<file path="src/rtl/reg_bank_seq_pkg.sv">
// Shared definitions for the register-bank sequencer: default widths, ALU opcodes, FSM state encoding.
package reg_bank_pkg;

   localparam int unsigned DATA_W_DEF = 8;
   localparam int unsigned OP_W_DEF   = 3;
   localparam int unsigned CNT_W      = 4;

   localparam int unsigned OP_ADD = 0;
   localparam int unsigned OP_SUB = 1;
   localparam int unsigned OP_AND = 2;
   localparam int unsigned OP_OR  = 3;
   localparam int unsigned OP_XOR = 4;

   typedef enum logic [3:0] {
      INIT, IDLE, CLR, WR_A, WR_B, RD_OP, EXEC, RD_RES, CAPT, DONE
   } state_t;

endpackage

</file>
<file path="src/rtl/reg_bank_seq_if.sv">
// Request/response handshake bundle between instruction decode (master) and the sequencer (slave).
interface reg_bank_seq_if
   import reg_bank_pkg::*;
#(
   parameter int unsigned DATA_W = DATA_W_DEF,
   parameter int unsigned OP_W   = OP_W_DEF
) ();

   logic              ctrl_req_valid;
   logic              ctrl_req_ready;
   logic [DATA_W-1:0] ctrl_req_a;
   logic [DATA_W-1:0] ctrl_req_b;
   logic [OP_W-1:0]   ctrl_req_op;
   logic              ctrl_res_valid;
   logic              ctrl_res_ready;
   logic [DATA_W-1:0] ctrl_res_data;

   modport master (
      output ctrl_req_valid, ctrl_req_a, ctrl_req_b, ctrl_req_op, ctrl_res_ready,
      input  ctrl_req_ready, ctrl_res_valid, ctrl_res_data
   );

   modport slave (
      input  ctrl_req_valid, ctrl_req_a, ctrl_req_b, ctrl_req_op, ctrl_res_ready,
      output ctrl_req_ready, ctrl_res_valid, ctrl_res_data
   );

endinterface

</file>
<file path="src/rtl/reg_bank_seq.sv">
// Sequencer driving the 3-register bank and ALU for one two-operand operation at a time.
// Optional REG_BANK_SEQ_OPCNT_EN adds a 16-bit completed-operation counter output.
module reg_bank_seq
   import reg_bank_pkg::*;
#(
   parameter int unsigned DATA_W  = DATA_W_DEF,
   parameter int unsigned OP_W    = OP_W_DEF,
   parameter int unsigned ALU_LAT = 1
) (
   input  logic              ctrl_clk,
   input  logic              ctrl_rst_n,
   reg_bank_seq_if.slave     ctrl_if,
   input  logic              ctrl_clr_req,
   output logic              ctrl_busy,
   output logic              ctrl_bank_rst,
   output logic [DATA_W-1:0] ctrl_bank_data_in,
   output logic              ctrl_bank_sel,
   output logic              ctrl_bank_we,
   output logic              ctrl_bank_re,
   input  logic [DATA_W-1:0] ctrl_bank_data_out2,
   output logic [OP_W-1:0]   ctrl_alu_op
`ifdef REG_BANK_SEQ_OPCNT_EN
   ,
   output logic [15:0]       ctrl_op_count
`endif
);

   state_t            r_state, w_state_nxt;
   logic [DATA_W-1:0] r_a, r_b, r_result, w_a_nxt, w_b_nxt, w_result_nxt;
   logic [OP_W-1:0]   r_op, w_op_nxt;
   logic [CNT_W-1:0]  r_cnt, w_cnt_nxt;

   logic              r_busy, r_bank_rst, r_sel, r_we, r_re, r_res_valid;
   logic              w_busy, w_bank_rst, w_sel, w_we, w_re, w_res_valid;
   logic [DATA_W-1:0] r_data_in, r_res_data, w_data_in, w_res_data;
   logic [OP_W-1:0]   r_alu_op, w_alu_op;

   // Next state and datapath, then outputs decoded from the next state so they align with it.
   always_comb begin
      w_state_nxt  = r_state;
      w_a_nxt      = r_a;
      w_b_nxt      = r_b;
      w_op_nxt     = r_op;
      w_cnt_nxt    = r_cnt;
      w_result_nxt = r_result;

      case (r_state)
         INIT:    if (r_bank_rst) w_state_nxt = IDLE;
         IDLE: begin
            if (ctrl_clr_req) begin
               w_state_nxt = CLR;
            end else if (ctrl_if.ctrl_req_valid) begin
               w_a_nxt     = ctrl_if.ctrl_req_a;
               w_b_nxt     = ctrl_if.ctrl_req_b;
               w_op_nxt    = ctrl_if.ctrl_req_op;
               w_state_nxt = WR_A;
            end
         end
         CLR:     w_state_nxt = IDLE;
         WR_A:    w_state_nxt = WR_B;
         WR_B:    w_state_nxt = RD_OP;
         RD_OP: begin
            w_cnt_nxt   = CNT_W'(ALU_LAT - 1);
            w_state_nxt = EXEC;
         end
         EXEC: begin
            if (r_cnt == '0) w_state_nxt = RD_RES;
            else             w_cnt_nxt   = r_cnt - CNT_W'(1);
         end
         RD_RES:  w_state_nxt = CAPT;
         CAPT: begin
            w_result_nxt = ctrl_bank_data_out2;
            w_state_nxt  = DONE;
         end
         DONE:    if (ctrl_if.ctrl_res_ready) w_state_nxt = IDLE;
         default: w_state_nxt = INIT;
      endcase

      w_busy      = (w_state_nxt != IDLE);
      w_bank_rst  = 1'b0;
      w_data_in   = '0;
      w_sel       = 1'b0;
      w_we        = 1'b0;
      w_re        = 1'b0;
      w_alu_op    = '0;
      w_res_valid = 1'b0;
      w_res_data  = '0;

      case (w_state_nxt)
         INIT, CLR: w_bank_rst = 1'b1;
         WR_A: begin
            w_we      = 1'b1;
            w_data_in = w_a_nxt;
            w_alu_op  = w_op_nxt;
         end
         WR_B: begin
            w_we      = 1'b1;
            w_sel     = 1'b1;
            w_data_in = r_b;
            w_alu_op  = r_op;
         end
         RD_OP: begin
            w_re     = 1'b1;
            w_alu_op = r_op;
         end
         EXEC, CAPT: w_alu_op = r_op;
         RD_RES: begin
            w_re     = 1'b1;
            w_sel    = 1'b1;
            w_alu_op = r_op;
         end
         DONE: begin
            w_res_valid = 1'b1;
            w_res_data  = w_result_nxt;
         end
         default: ;
      endcase
   end

   always_ff @(posedge ctrl_clk or negedge ctrl_rst_n) begin
      if (!ctrl_rst_n) begin
         r_state     <= INIT;
         r_a         <= '0;
         r_b         <= '0;
         r_op        <= '0;
         r_cnt       <= '0;
         r_result    <= '0;
         r_busy      <= 1'b1;
         r_bank_rst  <= 1'b0;
         r_data_in   <= '0;
         r_sel       <= 1'b0;
         r_we        <= 1'b0;
         r_re        <= 1'b0;
         r_alu_op    <= '0;
         r_res_valid <= 1'b0;
         r_res_data  <= '0;
      end else begin
         r_state     <= w_state_nxt;
         r_a         <= w_a_nxt;
         r_b         <= w_b_nxt;
         r_op        <= w_op_nxt;
         r_cnt       <= w_cnt_nxt;
         r_result    <= w_result_nxt;
         r_busy      <= w_busy;
         r_bank_rst  <= w_bank_rst;
         r_data_in   <= w_data_in;
         r_sel       <= w_sel;
         r_we        <= w_we;
         r_re        <= w_re;
         r_alu_op    <= w_alu_op;
         r_res_valid <= w_res_valid;
         r_res_data  <= w_res_data;
      end
   end

`ifdef REG_BANK_SEQ_OPCNT_EN
   logic [15:0] r_op_count;

   // Counts response handshakes; a bank clear also restarts the count.
   always_ff @(posedge ctrl_clk or negedge ctrl_rst_n) begin
      if (!ctrl_rst_n)                                      r_op_count <= '0;
      else if (w_state_nxt == CLR)                          r_op_count <= '0;
      else if (r_state == DONE && ctrl_if.ctrl_res_ready)   r_op_count <= r_op_count + 16'd1;
   end

   assign ctrl_op_count = r_op_count;
`endif

   assign ctrl_if.ctrl_req_ready = (r_state == IDLE) && !ctrl_clr_req;
   assign ctrl_if.ctrl_res_valid = r_res_valid;
   assign ctrl_if.ctrl_res_data  = r_res_data;
   assign ctrl_busy              = r_busy;
   assign ctrl_bank_rst          = r_bank_rst;
   assign ctrl_bank_data_in      = r_data_in;
   assign ctrl_bank_sel          = r_sel;
   assign ctrl_bank_we           = r_we;
   assign ctrl_bank_re           = r_re;
   assign ctrl_alu_op            = r_alu_op;

endmodule

</file>
<file path="src/flat_wrapper.sv">
// flat-port wrapper written by rule: the top's interface ports become plain ports
module reg_bank_seq_flat import reg_bank_pkg::*;
#(
   parameter int unsigned DATA_W  = DATA_W_DEF,
   parameter int unsigned OP_W    = OP_W_DEF,
   parameter int unsigned ALU_LAT = 1
)
  (ctrl_clk, ctrl_rst_n, ctrl_clr_req, ctrl_busy, ctrl_bank_rst, ctrl_bank_data_in, ctrl_bank_sel, ctrl_bank_we, ctrl_bank_re, ctrl_bank_data_out2, ctrl_alu_op, ctrl_if_ctrl_req_valid, ctrl_if_ctrl_req_a, ctrl_if_ctrl_req_b, ctrl_if_ctrl_req_op, ctrl_if_ctrl_res_ready, ctrl_if_ctrl_req_ready, ctrl_if_ctrl_res_valid, ctrl_if_ctrl_res_data);
  reg_bank_seq_if #(.DATA_W(DATA_W), .OP_W(OP_W)) ctrl_if_i ();
  input  logic ctrl_clk;
  input  logic ctrl_rst_n;
  input  logic ctrl_clr_req;
  output logic ctrl_busy;
  output logic ctrl_bank_rst;
  output logic [DATA_W-1:0] ctrl_bank_data_in;
  output logic ctrl_bank_sel;
  output logic ctrl_bank_we;
  output logic ctrl_bank_re;
  input  logic [DATA_W-1:0] ctrl_bank_data_out2;
  output logic [OP_W-1:0] ctrl_alu_op;
  input wire logic [$bits(ctrl_if_i.ctrl_req_valid)-1:0] ctrl_if_ctrl_req_valid;
  input wire logic [$bits(ctrl_if_i.ctrl_req_a)-1:0] ctrl_if_ctrl_req_a;
  input wire logic [$bits(ctrl_if_i.ctrl_req_b)-1:0] ctrl_if_ctrl_req_b;
  input wire logic [$bits(ctrl_if_i.ctrl_req_op)-1:0] ctrl_if_ctrl_req_op;
  input wire logic [$bits(ctrl_if_i.ctrl_res_ready)-1:0] ctrl_if_ctrl_res_ready;
  output wire logic [$bits(ctrl_if_i.ctrl_req_ready)-1:0] ctrl_if_ctrl_req_ready;
  output wire logic [$bits(ctrl_if_i.ctrl_res_valid)-1:0] ctrl_if_ctrl_res_valid;
  output wire logic [$bits(ctrl_if_i.ctrl_res_data)-1:0] ctrl_if_ctrl_res_data;
  assign ctrl_if_i.ctrl_req_valid = ctrl_if_ctrl_req_valid;
  assign ctrl_if_i.ctrl_req_a = ctrl_if_ctrl_req_a;
  assign ctrl_if_i.ctrl_req_b = ctrl_if_ctrl_req_b;
  assign ctrl_if_i.ctrl_req_op = ctrl_if_ctrl_req_op;
  assign ctrl_if_i.ctrl_res_ready = ctrl_if_ctrl_res_ready;
  assign ctrl_if_ctrl_req_ready = ctrl_if_i.ctrl_req_ready;
  assign ctrl_if_ctrl_res_valid = ctrl_if_i.ctrl_res_valid;
  assign ctrl_if_ctrl_res_data = ctrl_if_i.ctrl_res_data;
  reg_bank_seq #(.DATA_W(DATA_W), .OP_W(OP_W), .ALU_LAT(ALU_LAT)) u_core (.ctrl_clk(ctrl_clk), .ctrl_rst_n(ctrl_rst_n), .ctrl_if(ctrl_if_i), .ctrl_clr_req(ctrl_clr_req), .ctrl_busy(ctrl_busy), .ctrl_bank_rst(ctrl_bank_rst), .ctrl_bank_data_in(ctrl_bank_data_in), .ctrl_bank_sel(ctrl_bank_sel), .ctrl_bank_we(ctrl_bank_we), .ctrl_bank_re(ctrl_bank_re), .ctrl_bank_data_out2(ctrl_bank_data_out2), .ctrl_alu_op(ctrl_alu_op));
endmodule
</file>
<file path="config.mk">
export PLATFORM = sky130hd
export DESIGN_NAME = reg_bank_seq_flat
export DESIGN_NICKNAME = d
export VERILOG_FILES = /design/src/rtl/reg_bank_seq_pkg.sv /design/src/rtl/reg_bank_seq_if.sv /design/src/rtl/reg_bank_seq.sv /design/src/flat_wrapper.sv
export SDC_FILE = /design/constraint.sdc
export NUM_CORES = 1
export LEC_CHECK = 0
export CORE_ASPECT_RATIO = 1.4
export CORE_UTILIZATION = 42
export CTS_CLUSTER_DIAMETER = 30
export DETAILED_ROUTE_END_ITERATION = 7
export MAX_ROUTING_LAYER = met4
export PLACE_DENSITY_LB_ADDON = 0.08
export SYNTH_ARGS = -nofsm -noshare
export SYNTH_HDL_FRONTEND = slang
export SYNTH_SLANG_ARGS = --single-unit
</file>
<file path="constraint.sdc">
create_clock -name ctrl_clk -period 1.8 [get_ports ctrl_clk]
set_clock_uncertainty 0.1 [all_clocks]
set_input_delay 0.18 -clock ctrl_clk [delete_from_list [all_inputs] [get_ports ctrl_clk]]
set_output_delay 0.18 -clock ctrl_clk [all_outputs]
set_load 0.02 [all_outputs]
</file>
==> impl_results.rst <==
.. list-table::
   :header-rows: 1

   * - Metric
     - Value
   * - Drt drc
     - 0
   * - Synthesized cell area
     - 0.00211 mm^2
   * - Starting density of the core
     - 0.435
   * - Setup WS post-layout
     - 0.0248 ns
   * - Die width
     - 61.9 um
   * - Max FO, Critical Path
     - 4
   * - Register clock-pin slew on the reported worst setup and hold paths
     - 0.09 ns
   * - Post-detail-place hpwl
     - 3.15 mm
   * - P per Cell Area
     - 1390 mW/mm^2
   * - Series of cell instances along the critical path
     - buf_6 > nor2b_4 > nor4b_4 > and2_4 > clkbuf_16 > mux2_4
   * - Number of slew-limit violations in the final report
     - 0
   * - Count of antenna-violating nets left after detailed routing
     - 0
   * - Total overflow reported by the global router
     - 0
   * - Htree depth
     - 2
   * - Worst min path class
     - in -> async
   * - Final worst hold slack
     - 0.306 ns
   * - Endpoint type of the worst setup path
     - register
   * - Setup crit start kind
     - register
   * - Final wirelength
     - 4.73 mm
   * - Peak ir drop on the vdd network
     - 0.697 mV
   * - Remaining max-slew budget at the tightest pin
     - 0.694
   * - Setup tns final
     - 0 ns
   * - Number of instances in the synthesized netlist
     - 156
   * - Mean area per synthesized cell
     - 13.5 um^2
   * - Relative contribution of combinational cells to total power
     - 0.406
   * - Synth Warn #
     - 0
   * - Number of iterations in the first detailed-routing pass
     - 4
   * - Status
     - finished clean
   * - Syn Nets
     - 190
   * - TritonCTS Sinks
     - 52
   * - Fraction of final layout cells sized beyond drive strength 1
     - 0.288
   * - Final estimated routing congestion in global placement
     - 0.810
   * - Reg power frac
     - 0.382
   * - Post-route clock period utilization
     - 0.986
   * - Slew at the pin closest to its max-slew limit
     - 0.458 ns
   * - Crit path DAT
     - 1.87 ns
   * - First-pass GRT wire length
     - 7.29 mm
   * - Routed WL per cell
     - 15.4 um
   * - Clock buffer depth
     - 2
   * - Path type of the worst setup path
     - reg -> reg
   * - Number of diodes
     - 0
   * - Combined global-route utilization of all metal layers
     - 0.193
   * - Flops & latches, synth
     - 52
   * - Area growth syn-to-layout
     - 52.2%
   * - Switching share of total power
     - 0.305
   * - Critical Path RT
     - 1.89 ns
   * - Port-buffer cells
     - 57
   * - Fill cell count
     - 368
   * - Cts bufs inserted
     - 5
   * - Post-synth EDFFs
     - 0
   * - Slowest library cell on the worst path
     - sky130_fd_sc_hd__dfrtp_1
   * - Routed vias/inst
     - 4.99
   * - Total vias in the final route
     - 1532
   * - Number of global-route vias before repair
     - 1658
   * - IO Count
     - 58
   * - Clock power share
     - 0.212
   * - Layout Nets
     - 276
   * - Sequential Area
     - 0.00130 mm^2
   * - Most used DFF post-synth
     - sky130_fd_sc_hd__dfrtp_1
   * - Unrepaired setup endpoints after global routing
     - true
   * - Final Util
     - 0.663
   * - Period minus WS final
     - 1.78 ns
   * - Proportion of synthesized flip-flops having asynchronous set or reset
     - 1.00
   * - Pin count of the biggest net entering global routing
     - 53
   * - Floorplan core area
     - 0.00484 mm^2
   * - Count of final setup violators
     - 0
   * - Net switching power
     - 1360 uW
   * - CTS tree
     - done
   * - Cell Int Power
     - 3090 uW
   * - Final instance count without filler cells
     - 307
   * - Leak
     - 0.00146 uW
   * - Fmax
     - 563 MHz
   * - DP Worst Slack
     - -0.115 ns
   * - Iteration-0 DRC count of the detailed router
     - 51
   * - Area of the die
     - 0.00531 mm^2
   * - Multi-input combinational cell area
     - 807 um^2
   * - Antenna violations before repair
     - 0
   * - Count of placed standard cells including taps
     - 289
   * - Delay of the slowest critical-path stage
     - 0.41 ns
   * - Count of standard-cell rows
     - 30
   * - Clk Tree Root Cell
     - sky130_fd_sc_hd__clkbuf_8
   * - Proportion of synthesized chip area in sequential cells
     - 0.618
   * - Final number of hold-violating endpoints
     - 0
   * - Unique cell type count in the Yosys netlist
     - 37
   * - Latest clock arrival within the worst-skew pair
     - 0.30 ns
   * - Max-Cap Viols
     - 0
   * - Die height
     - 85.8 um
-- registers in the layout (all words and copies together) (netlist names), 3 cells and up --
| signal | count |
|---|---|
| u_core.ctrl_alu_op | 3 |
| u_core.ctrl_bank_data_in | 8 |
| u_core.r_cnt | 4 |
| u_core.r_op | 3 |
| u_core.ctrl_if.ctrl_res_data | 8 |
| u_core.r_result | 8 |
| u_core.r_b | 8 |
| u_core.r_state | 4 |
-- layout make-up --
| class | count | area share |
|---|---|---|
| clock buffers | 5 | 0.0214 |
| inverters | 2 | 0.00234 |
| flip-flops and latches | 52 | 0.406 |
| multi-input cells | 93 | 0.251 |
| repair buffers | 88 | 0.273 |
| clock inverters | 3 | 0.0214 |
| well taps | 64 | 0.0250 |
-- synthesized netlist by cell type (2+ instances only) --
| library cell | n | share of area |
|---|---|---|
| sky130_fd_sc_hd__dfrtp_1 | 51 | 0.61 |
| sky130_fd_sc_hd__a22o_1 | 11 | 0.046 |
| sky130_fd_sc_hd__mux2_2 | 11 | 0.059 |
| sky130_fd_sc_hd__and2_1 | 9 | 0.027 |
| sky130_fd_sc_hd__mux2_1 | 8 | 0.043 |
| sky130_fd_sc_hd__a21oi_1 | 6 | 0.014 |
| sky130_fd_sc_hd__nor2_1 | 6 | 0.011 |
| sky130_fd_sc_hd__nor3_1 | 5 | 0.012 |
| sky130_fd_sc_hd__o21ai_0 | 5 | 0.012 |
| sky130_fd_sc_hd__buf_2 | 3 | 0.0071 |
| sky130_fd_sc_hd__buf_6 | 3 | 0.016 |
| sky130_fd_sc_hd__nand2_1 | 3 | 0.0053 |
| sky130_fd_sc_hd__nand3_1 | 3 | 0.0071 |
| sky130_fd_sc_hd__nand3b_1 | 3 | 0.011 |
| sky130_fd_sc_hd__buf_4 | 2 | 0.0071 |
| sky130_fd_sc_hd__ha_1 | 2 | 0.012 |
| sky130_fd_sc_hd__inv_1 | 2 | 0.0036 |
| sky130_fd_sc_hd__nor2b_1 | 2 | 0.0059 |
| sky130_fd_sc_hd__nor3b_1 | 2 | 0.0071 |
| sky130_fd_sc_hd__o211ai_1 | 2 | 0.0071 |
-- placed cells by master, fill, tap and decap left out, types with 6 or more instances in the layout --
master	instances
sky130_fd_sc_hd__mux2_4	15
sky130_fd_sc_hd__dfrtp_1	51
sky130_fd_sc_hd__and2_1	8
sky130_fd_sc_hd__a21oi_1	6
sky130_fd_sc_hd__nor2_1	6
sky130_fd_sc_hd__buf_4	25
sky130_fd_sc_hd__clkdlybuf4s50_1	55
sky130_fd_sc_hd__a22o_1	11
-- per-layer routing --
metal  up-vias  part of all wire  track usage
li1        717                 -            -
met1       766              0.37        0.201
met2        41              0.58        0.351
met3         8             0.036       0.0407
met4         0             0.014       0.0545
met5         -                 0            -
-- worst paths after layout --
| kind | startpoint | end | slack [ns] | cells past startpoint |
|---|---|---|---|---|
| min in group ctrl_clk | ctrl_if_ctrl_req_a[5] | u_core.ctrl_bank_data_in[5] | 0.38 | 2 |
| min | ctrl_rst_n | u_core.r_state[1] | 0.31 | 3 |
| min reg2reg | u_core.r_result[7] | u_core.r_result[7] | 0.40 | 1 |
| max reg2reg | u_core.r_state[1] | u_core.r_b[4] | 0.02 | 6 |
| max | u_core.r_state[1] | u_core.r_b[4] | 0.02 | 6 |
| max in group asynchronous | ctrl_rst_n | u_core.ctrl_busy | 1.03 | 3 |
-- repair_timing --
item | 4_1_cts | 5_1_grt
gates resized for setup | 4 | 16
endpoints found under the setup margin | 19 | 30
buffers inserted | 2 | 5
hold buffers | 1 | 0
endpoints found under the hold margin | 51 | 0
cloned | 0 | 2
pin swaps | 1 | 2
-- stage by stage --
stage | area (um^2) | power (uW)
2_1_floorplan | 2140 | 2630
3_3_place_gp | 2900 | 3200
3_5_place_dp | 2900 | 3290
4_1_cts | 3080 | 4270
5_1_grt | 3210 | 4690
6_report | 3210 | 4450
-- logic make-up (layout without fill, tap and decap cells) --
kind of cell,count (synthesis),after routing,synth area share
adder cells (fa/ha/maj),2,2,0.0119
multiplexers,19,19,0.101
AND/OR/NAND/NOR,43,43,0.134
flip-flops,52,52,0.618
AO/OA/AOI/OAI,28,28,0.0950
XOR/XNOR,1,1,0.00416
buffers and inverters,11,98,0.0356
-- worst max-delay path: cells and delay by family, from the launching register on --
family                 cells  cell delay [ns]
buffers and inverters      2             0.29
DFF                        1             0.41
muxes                      1             0.29
and+or+nand+nor            3             0.56
-- power groups by stage --
| stage | logic (uW) | clock network [uW] | registers (uW) |
|---|---|---|---|
| 3_3_place_gp | 1520 | 0 | 1690 |
| 4_1_cts | 1620 | 962 | 1690 |
| 6_report | 1810 | 944 | 1700 |
| 5_1_grt | 1940 | 1010 | 1740 |
| 3_5_place_dp | 1580 | 0 | 1710 |
| 2_1_floorplan | 783 | 0 | 1850 |
Power figures use the tool's default switching activity.
